--- src/rtl/uart_pkg.sv ---
// Constants and state encoding shared by the UART transmitter, receiver and TX arbiter.
package uart_pkg;

    localparam int OVERSAMPLE     = 16;
    localparam int NREQ           = 4;
    localparam int GAP_CYCLES     = OVERSAMPLE;
    // Eleven bit times: a ten-bit frame plus one bit of margin for the transmitter.
    localparam int TIMEOUT_CYCLES = 11 * OVERSAMPLE;

    typedef enum logic [1:0] {
        IDLE      = 2'd0,
        LAUNCH    = 2'd1,
        WAIT_DONE = 2'd2,
        GAP       = 2'd3
    } arb_state_e;

endpackage

--- src/rtl/uart_rr_pick.sv ---
// Circular priority search: the first asserted request at or after rr_ptr, searching upward.
module uart_rr_pick #(
    parameter int NREQ = uart_pkg::NREQ
) (
    input  logic [NREQ-1:0]         req,
    input  logic [$clog2(NREQ)-1:0] rr_ptr,
    output logic                    valid,
    output logic [$clog2(NREQ)-1:0] idx
);

    localparam int IDX_W = $clog2(NREQ);

    // NOTE: every output gets a default before the loop, so no path leaves it unassigned and no latch is inferred.
    always_comb begin
        int               pos;
        logic [IDX_W-1:0] cand;
        valid = 1'b0;
        idx   = '0;
        pos   = 0;
        cand  = '0;
        // Scan from the farthest offset to the nearest, so the last hit is the closest to rr_ptr.
        for (int k = NREQ - 1; k >= 0; k--) begin
            pos = int'(rr_ptr) + k;
            if (pos >= NREQ) begin
                pos = pos - NREQ;
            end
            cand = IDX_W'(pos);
            if (req[cand]) begin
                valid = 1'b1;
                idx   = cand;
            end
        end
    end

endmodule

--- src/rtl/uart_tx_arbiter.sv ---
// Round-robin arbiter that feeds bytes from NREQ requesters into a single UART transmitter,
// with a tx_done timeout and an idle gap of GAP_CYCLES after every frame.
module uart_tx_arbiter #(
    parameter int NREQ           = uart_pkg::NREQ,
    parameter int GAP_CYCLES     = uart_pkg::GAP_CYCLES,
    parameter int TIMEOUT_CYCLES = uart_pkg::TIMEOUT_CYCLES
) (
    input  logic                    clk1,
    input  logic                    reset,
    input  logic [NREQ-1:0]         req,
    input  logic [8*NREQ-1:0]       req_data,
    output logic [NREQ-1:0]         ack,
    output logic                    tx_start,
    output logic [7:0]              tx_data,
    input  logic                    tx_done,
    output logic [$clog2(NREQ)-1:0] grant_id,
    output logic                    active,
    output logic                    timeout_err
);

    import uart_pkg::*;

    localparam int IDX_W = $clog2(NREQ);
    localparam int CNT_W = $clog2(TIMEOUT_CYCLES + 1);

    arb_state_e       r_state,       w_state_nxt;
    logic [IDX_W-1:0] r_rr_ptr,      w_rr_ptr_nxt;
    logic [CNT_W-1:0] r_cnt,         w_cnt_nxt;
    logic [NREQ-1:0]  r_ack,         w_ack_nxt;
    logic             r_tx_start,    w_tx_start_nxt;
    logic [7:0]       r_tx_data,     w_tx_data_nxt;
    logic [IDX_W-1:0] r_grant_id,    w_grant_id_nxt;
    logic             r_active,      w_active_nxt;
    logic             r_timeout_err, w_timeout_err_nxt;

    logic             w_pick_valid;
    logic [IDX_W-1:0] w_pick_idx;
    logic [IDX_W-1:0] w_ptr_after;
    logic             w_wait_over;

    uart_rr_pick #(.NREQ(NREQ)) u_pick (
        .req    (req),
        .rr_ptr (r_rr_ptr),
        .valid  (w_pick_valid),
        .idx    (w_pick_idx)
    );

    assign w_ptr_after = (r_grant_id == IDX_W'(NREQ - 1)) ? '0 : r_grant_id + IDX_W'(1);
    assign w_wait_over = tx_done || (r_cnt == CNT_W'(TIMEOUT_CYCLES - 1));

    // One counter serves both the tx_done timeout and the post-frame gap.
    always_comb begin
        w_state_nxt       = r_state;
        w_rr_ptr_nxt      = r_rr_ptr;
        w_cnt_nxt         = r_cnt;
        w_ack_nxt         = '0;
        w_tx_start_nxt    = 1'b0;
        w_tx_data_nxt     = r_tx_data;
        w_grant_id_nxt    = r_grant_id;
        w_active_nxt      = r_active;
        w_timeout_err_nxt = 1'b0;
        case (r_state)
            IDLE: begin
                if (w_pick_valid) begin
                    w_tx_data_nxt         = req_data[{w_pick_idx, 3'b000} +: 8];
                    w_grant_id_nxt        = w_pick_idx;
                    w_ack_nxt[w_pick_idx] = 1'b1;
                    w_active_nxt          = 1'b1;
                    w_state_nxt           = LAUNCH;
                end
            end
            LAUNCH: begin
                w_tx_start_nxt = 1'b1;
                w_cnt_nxt      = '0;
                w_state_nxt    = WAIT_DONE;
            end
            WAIT_DONE: begin
                if (w_wait_over) begin
                    w_timeout_err_nxt = !tx_done;
                    w_rr_ptr_nxt      = w_ptr_after;
                    w_cnt_nxt         = '0;
                    if (GAP_CYCLES == 0) begin
                        w_active_nxt = 1'b0;
                        w_state_nxt  = IDLE;
                    end else begin
                        w_state_nxt  = GAP;
                    end
                end else begin
                    w_cnt_nxt = r_cnt + CNT_W'(1);
                end
            end
            GAP: begin
                if (r_cnt == CNT_W'(GAP_CYCLES - 1)) begin
                    w_cnt_nxt    = '0;
                    w_active_nxt = 1'b0;
                    w_state_nxt  = IDLE;
                end else begin
                    w_cnt_nxt = r_cnt + CNT_W'(1);
                end
            end
            default: w_state_nxt = IDLE;
        endcase
    end

    // NOTE: state is updated with non-blocking assignments so every register samples pre-edge values.
    always_ff @(posedge clk1) begin
        if (reset) begin
            r_state       <= IDLE;
            r_rr_ptr      <= '0;
            r_cnt         <= '0;
            r_ack         <= '0;
            r_tx_start    <= 1'b0;
            r_tx_data     <= 8'h00;
            r_grant_id    <= '0;
            r_active      <= 1'b0;
            r_timeout_err <= 1'b0;
        end else begin
            r_state       <= w_state_nxt;
            r_rr_ptr      <= w_rr_ptr_nxt;
            r_cnt         <= w_cnt_nxt;
            r_ack         <= w_ack_nxt;
            r_tx_start    <= w_tx_start_nxt;
            r_tx_data     <= w_tx_data_nxt;
            r_grant_id    <= w_grant_id_nxt;
            r_active      <= w_active_nxt;
            r_timeout_err <= w_timeout_err_nxt;
        end
    end

    assign ack         = r_ack;
    assign tx_start    = r_tx_start;
    assign tx_data     = r_tx_data;
    assign grant_id    = r_grant_id;
    assign active      = r_active;
    assign timeout_err = r_timeout_err;

endmodule

--- config.mk ---
export PLATFORM = sky130hd
export DESIGN_NAME = uart_tx_arbiter
export DESIGN_NICKNAME = d
export VERILOG_FILES = /design/src/rtl/uart_pkg.sv /design/src/rtl/uart_rr_pick.sv /design/src/rtl/uart_tx_arbiter.sv
export SDC_FILE = /design/constraint.sdc
export NUM_CORES = 1
export LEC_CHECK = 0
export ABC_AREA = 1
export CORE_MARGIN = 2
export CORE_UTILIZATION = 30
export CTS_BUF_LIST = sky130_fd_sc_hd__clkbuf_8
export DETAILED_ROUTE_END_ITERATION = 8
export PLACE_DENSITY = 0.56
export RECOVER_POWER = 25
export REMOVE_ABC_BUFFERS = 1
export SKIP_CTS_REPAIR_TIMING = 1
export SYNTH_ARGS = -nofsm -noshare
export SYNTH_HDL_FRONTEND = slang
export SYNTH_SLANG_ARGS = --single-unit
--- constraint.sdc ---
create_clock -name clk1 -period 5.2 [get_ports clk1]
set_clock_uncertainty 0.2 [all_clocks]
set_input_delay 1.04 -clock clk1 [delete_from_list [all_inputs] [get_ports clk1]]
set_output_delay 1.04 -clock clk1 [all_outputs]
set_load 0.05 [all_outputs]
Word level (Yosys, flattened, before mapping)
Cells that the tools add are included.
Widths: inputs -> output; s select.
Operators by class
  add/sub/neg operators: 9
  $lt $le $gt $ge: 10
  eq/ne operators: 9
  shift operators: 1
  multiplexer cells: 34
  bitwise logic cells: 4
  reduce and logical (&&, ||, !) cells: 12
Operators with widths (count)
  $shiftx 32x6->8: 1
  $mux 2: 12
  $pmux 8 s3: 1
  $mux 8: 2
  $lt 2x3->1 const B: 5
  $mux 1: 12
  $ge 3x3->1 const B: 3
  $add 8x1->8 const B: 1
  $bmux 1 s2: 4
  $eq 8x4->1 const B: 1
  $eq 8x8->1 const B: 1
  $pmux 2 s4: 1
  $sub 2x1->2 const B: 4
  $add 2x2->3 const B: 2
  $eq 2x2->1 const B: 3
  $reduce_and 3->1: 2
  $reduce_or 3->1: 2
  $ne 2x2->1 const B: 2
  $not 1->1: 4
  $reduce_and 2->1: 2
  $add 2x1->3 const B: 1
  $ge 2x3->1 const B: 1
  $reduce_bool 3->1: 1
  $add 2x1->2 const B: 1
  10 further kinds: 10
Storage, ports and cells
  register bits: 29
  bits of input ports: 39
  word-level logic and storage cells: 88

Depth between registers and ports, before layout
  depth after elaboration: 13
  mapped depth: 15
  mapped depth without buffers: 14

Modules after synthesis
Synthesis repeated with hierarchy kept, for this count alone.
Second synthesis, totals
  cells, all modules: 265
  area total of the unflattened synthesis: 1755.4 um^2
Modules (own cells, without submodules)
  uart_tx_arbiter: instances 1, cells an instance 219, area an instance 1542.7 um^2, sequential area each 580.6 um^2
  uart_rr_pick: instances 1, cells an instance 46, area an instance 212.7 um^2, sequential area each 0.0 um^2

Worst setup path after synthesis
OpenSTA, ideal clock, no wires.
  path type: input port to flip-flop
  start: input port req[1]
  end: register r_tx_data[1], in the netlist tx_data[1]
  library setup time: 0.118 ns
  arrival time: 2.031 ns
  setup slack: 2.851 ns
  cell stages on the path: 13
  cell sequence: inv_1 nand2_1 nand3_2 nand2_1 inv_1 nand2_2 nand2_2 nand2_4 buf_8 nand3_1 nand3_1 nor2_1 nor2_1
On the way
  cells in the longest elaborated chain, start to end: 7
  elaborated cells between the ends (all ways): 18
Ends and longest elaborated chain
  start, declared: line uart_tx_arbiter.sv:10  | input logic [NREQ-1:0] req,
  $bmux 1 s2: line uart_rr_pick.sv:28  | if (req[cand]) begin
  $mux 1 (not written as such): line uart_rr_pick.sv:28
  $mux 2 or $mux 1 (tied branches) (4 in a row): line uart_rr_pick.sv:28
  $shiftx 32x6->8 or $reduce_and 2->1 (tied branches)
  end signal, assigned: line uart_tx_arbiter.sv:123  | r_tx_data <= w_tx_data_nxt;
  end, declared: line uart_tx_arbiter.sv:31  | logic [7:0] r_tx_data, w_tx_data_nxt;
Several ways; a longest one is shown, not always the timed one. The select of a mux whose other input is x is not followed.
A chain may end at the register's enable or synchronous reset.

Worst setup path after layout
  start: input port req[1]
  end: register r_tx_data[3], in the netlist tx_data[3]
The elaborated chain is that of the path after synthesis.

==> results.sh <==
export IMPL_grtUsageTotal_pct=15.0
export IMPL_endpoint_kind="flip-flop"
export IMPL_critPathMaxFanout=20
export IMPL_h_tree_depth=2
export IMPL_max_stage_delay_ns=0.48
export IMPL_drc=0
export IMPL_chipWidth_microns=81.3
export IMPL_seq_area_frac_synth_pct=32.4
export IMPL_syn_area_sq_um=1790
export IMPL_insertion_delay_ns=0.29
export IMPL_gp_congestion=0.813
export IMPL_reg2reg_from="r_rr_ptr[0]"
export IMPL_min_delay_start="r_cnt[1]"
export IMPL_core_sq_um=5850
export IMPL_overflow=0
export IMPL_vias=1829
export IMPL_drv_cap=0
export IMPL_path_cells="clkdlybuf4s50_1 > inv_1 > nand2_1 > nand3_2 > nand3_1 > nand2_2 > nand2_1 > nand2_1 > nand3_1 > nand3_1 > nor2_1 > nor2_1"
export IMPL_status="completed"
export IMPL_worst_slack_ns=2.28
export IMPL_routed_via_density=4.79
export IMPL_grt_max_degree=22
export IMPL_grt_pass1_vias=1731
export IMPL_power_w=0.00132
export IMPL_port_buffers=55
export IMPL_nNetsFinal=352
export IMPL_cts_made_buffers=5
export IMPL_drtIter0Drc=61
export IMPL_ant_nets=0
export IMPL_synth_seq_cells=29
export IMPL_crit_path_start_kind="input port"
export IMPL_n_antenna_cell=0
export IMPL_power_density_nw_per_um2=536
export IMPL_grt_pass1_wl_microns=7670
export IMPL_cts_tree="done"
export IMPL_worstHoldPathType="flip-flop to flip-flop"
export IMPL_worstSetupPathType="input port to flip-flop"
export IMPL_cts_root_buf="clkbuf_8"
export IMPL_rsz0062_at_grt="no"
export IMPL_drv_slew=0
export IMPL_worst_r2r_cell_count=13
export IMPL_ios=56
export IMPL_clkSlewWorstSetupHoldPaths_ns=0.07
export IMPL_yosysUniqueCellTypes=33
export IMPL_fmax_mhz=343
export IMPL_fin_tns_setup_ns=0
export IMPL_hold_viol=0
export IMPL_avgRoutedWirePerCell_microns=11.6
export IMPL_dp_hpwl_microns=3380
export IMPL_start_util_pct=30.6
export IMPL_worst_pin_slew_ns=0.642
export IMPL_required_ns=5.18
export IMPL_syn_to_final_growth_pct=37.1
export IMPL_antenna_found_initial=0
export IMPL_die_height_microns=81.3
export IMPL_fin_hold_ws_ns=0.301
export IMPL_syn_instance_count=255
export IMPL_rows=28
export IMPL_pre_cts_ws_ns=1.94
export IMPL_yosysWarnings=0
export IMPL_fin_crit_sh_pct=56.1
export IMPL_drive_gt1_share_pct=9.77
export IMPL_p_leak_nw=1.03
export IMPL_setup_violations=0
export IMPL_first_pass_iters=4
export IMPL_clock_sinks=29
export IMPL_crit_slowest_cell="clkdlybuf4s50_1"
export IMPL_die_area_sq_um=6610
export IMPL_vdd_drop_max_mv=0.335
export IMPL_max_slew_margin_pct=57.1
export IMPL_clk_path_buf_depth=2
export IMPL_whs_endpoint="r_cnt[1]"
export IMPL_worst_endpoint_arrival_ns=2.90
export IMPL_wirelength_microns=4430
export IMPL_r2r_slack_ns=2.94
export IMPL_syn_avg_cell_area_sq_um=7.03
export IMPL_period_needed_ns=2.92
export IMPL_whs_path_depth=2
export IMPL_r2r_end="tx_data[3]"
## Yosys cell counts (all sizes together)
library cell | instances | area share [%]
nand2 | 54 | 13
nand3 | 35 | 11
nor2 | 30 | 6.4
dfxtp | 29 | 32
inv | 22 | 4.6
o21ai | 19 | 5.3
nand4 | 15 | 5.2
a21oi | 12 | 3.4
buf | 8 | 4.3
ha | 7 | 4.9
clkbuf | 4 | 1.4
or2 | 4 | 1.4
nor3 | 3 | 0.84
xor2 | 3 | 1.5
a31oi | 2 | 0.70
a21boi | 1 | 1.0
and2 | 1 | 0.35
clkinv | 1 | 0.21
nand3b | 1 | 0.42
nor3b | 1 | 0.70
o21a | 1 | 0.42
or4 | 1 | 0.42
xnor2 | 1 | 0.49
## kinds of logic (layout without fill, tap and decap cells)
family	after synthesis	after routing	synth area share (%)
adders and majority gates	7	7	4.89
DFF	29	29	32.4
buffers and inverters	35	87	10.5
and+or+nand+nor	145	145	39.4
xor gates and xnor gates	4	4	1.96
AOI/OAI and AO/OA	35	35	10.8
## through the flow
stage / util, % / area (sq um) / std cells
final: 42.0 / 2460 / 382
after global routing: 42.0 / 2460 / 382
after CTS: 42.0 / 2460 / 382
after detailed placement: 40.0 / 2340 / 374
after global placement: 40.0 / 2340 / 374
after floorplan: - / 1690 / 243
## how the worst max path moves through the flow
stage / to / startpoint / cells after the start / slack (ns)
final: tx_data[3] / req[1] / 12 / 2.28
after global routing: tx_data[2] / req[1] / 14 / 2.06
after CTS: tx_data[3] / req[1] / 12 / 2.24
after global placement: tx_data[3] / req[1] / 12 / 1.99
after floorplan: active / req[1] / 9 / 2.37
after detailed placement: tx_data[3] / req[1] / 12 / 1.94
## sequential cells by signal (all words and copies together) (netlist names)
| name | count |
|---|---|
| r_cnt | 8 |
| tx_data | 8 |
| ack | 4 |
| grant_id | 2 |
| r_rr_ptr | 2 |
| r_state | 2 |
| active | 1 |
| timeout_err | 1 |
| tx_start | 1 |
## power by group
part	switching, W	internal (W)
registers	0.0000427	0.000288
logic	0.000494	0.000252
clock network	0.0000959	0.000143
## cells in the final DEF (no fill, tap or decap), types with 2 or more instances in the layout
| master | instances |
|---|---|
| clkdlybuf4s50_1 | 53 |
| nand3_1 | 31 |
| nor3_1 | 3 |
| inv_1 | 20 |
| inv_2 | 2 |
| a21oi_1 | 12 |
| nand2_2 | 7 |
| o21ai_1 | 2 |
| clkbuf_8 | 5 |
| o21ai_0 | 17 |
| nor2_1 | 29 |
| xor2_1 | 3 |
| nand2_1 | 46 |
| dfxtp_1 | 29 |
| nand3_2 | 4 |
| dlygate4sd3_1 | 2 |
| ha_1 | 7 |
| or2_2 | 4 |
| nand4_1 | 15 |
| a31oi_1 | 2 |
## worst max-delay path, delay by kind of cell
family / cells / cell delay, ns
buffers and inverters: 2 / 0.52
AND/OR/NAND/NOR: 10 / 1.34
## layout make-up
class | instances | area [sq um]
Sequential cell | 29 | 581
Clock buffer | 5 | 68.8
Inverter | 23 | 86.3
Clock inverter | 3 | 46.3
Timing Repair Buffer | 56 | 558
Tap cell | 75 | 93.8
Multi-Input combinational cell | 191 | 1020
Fill cell | 600 | 3390
## layer usage
| layer | routed length [microns] | vias up | GRT usage (%) | part of all wire (%) |
|---|---|---|---|---|
| met5 | 0 | - | 0 | 0 |
| met4 | 55 | 0 | 5.59 | 1.2 |
| met3 | 339 | 8 | 4.33 | 7.7 |
| met2 | 1960 | 61 | 24.6 | 44 |
| met1 | 2080 | 810 | 18.4 | 47 |
| li1 | - | 950 | - | - |
Note: power is estimated with default switching activity, not from simulation.
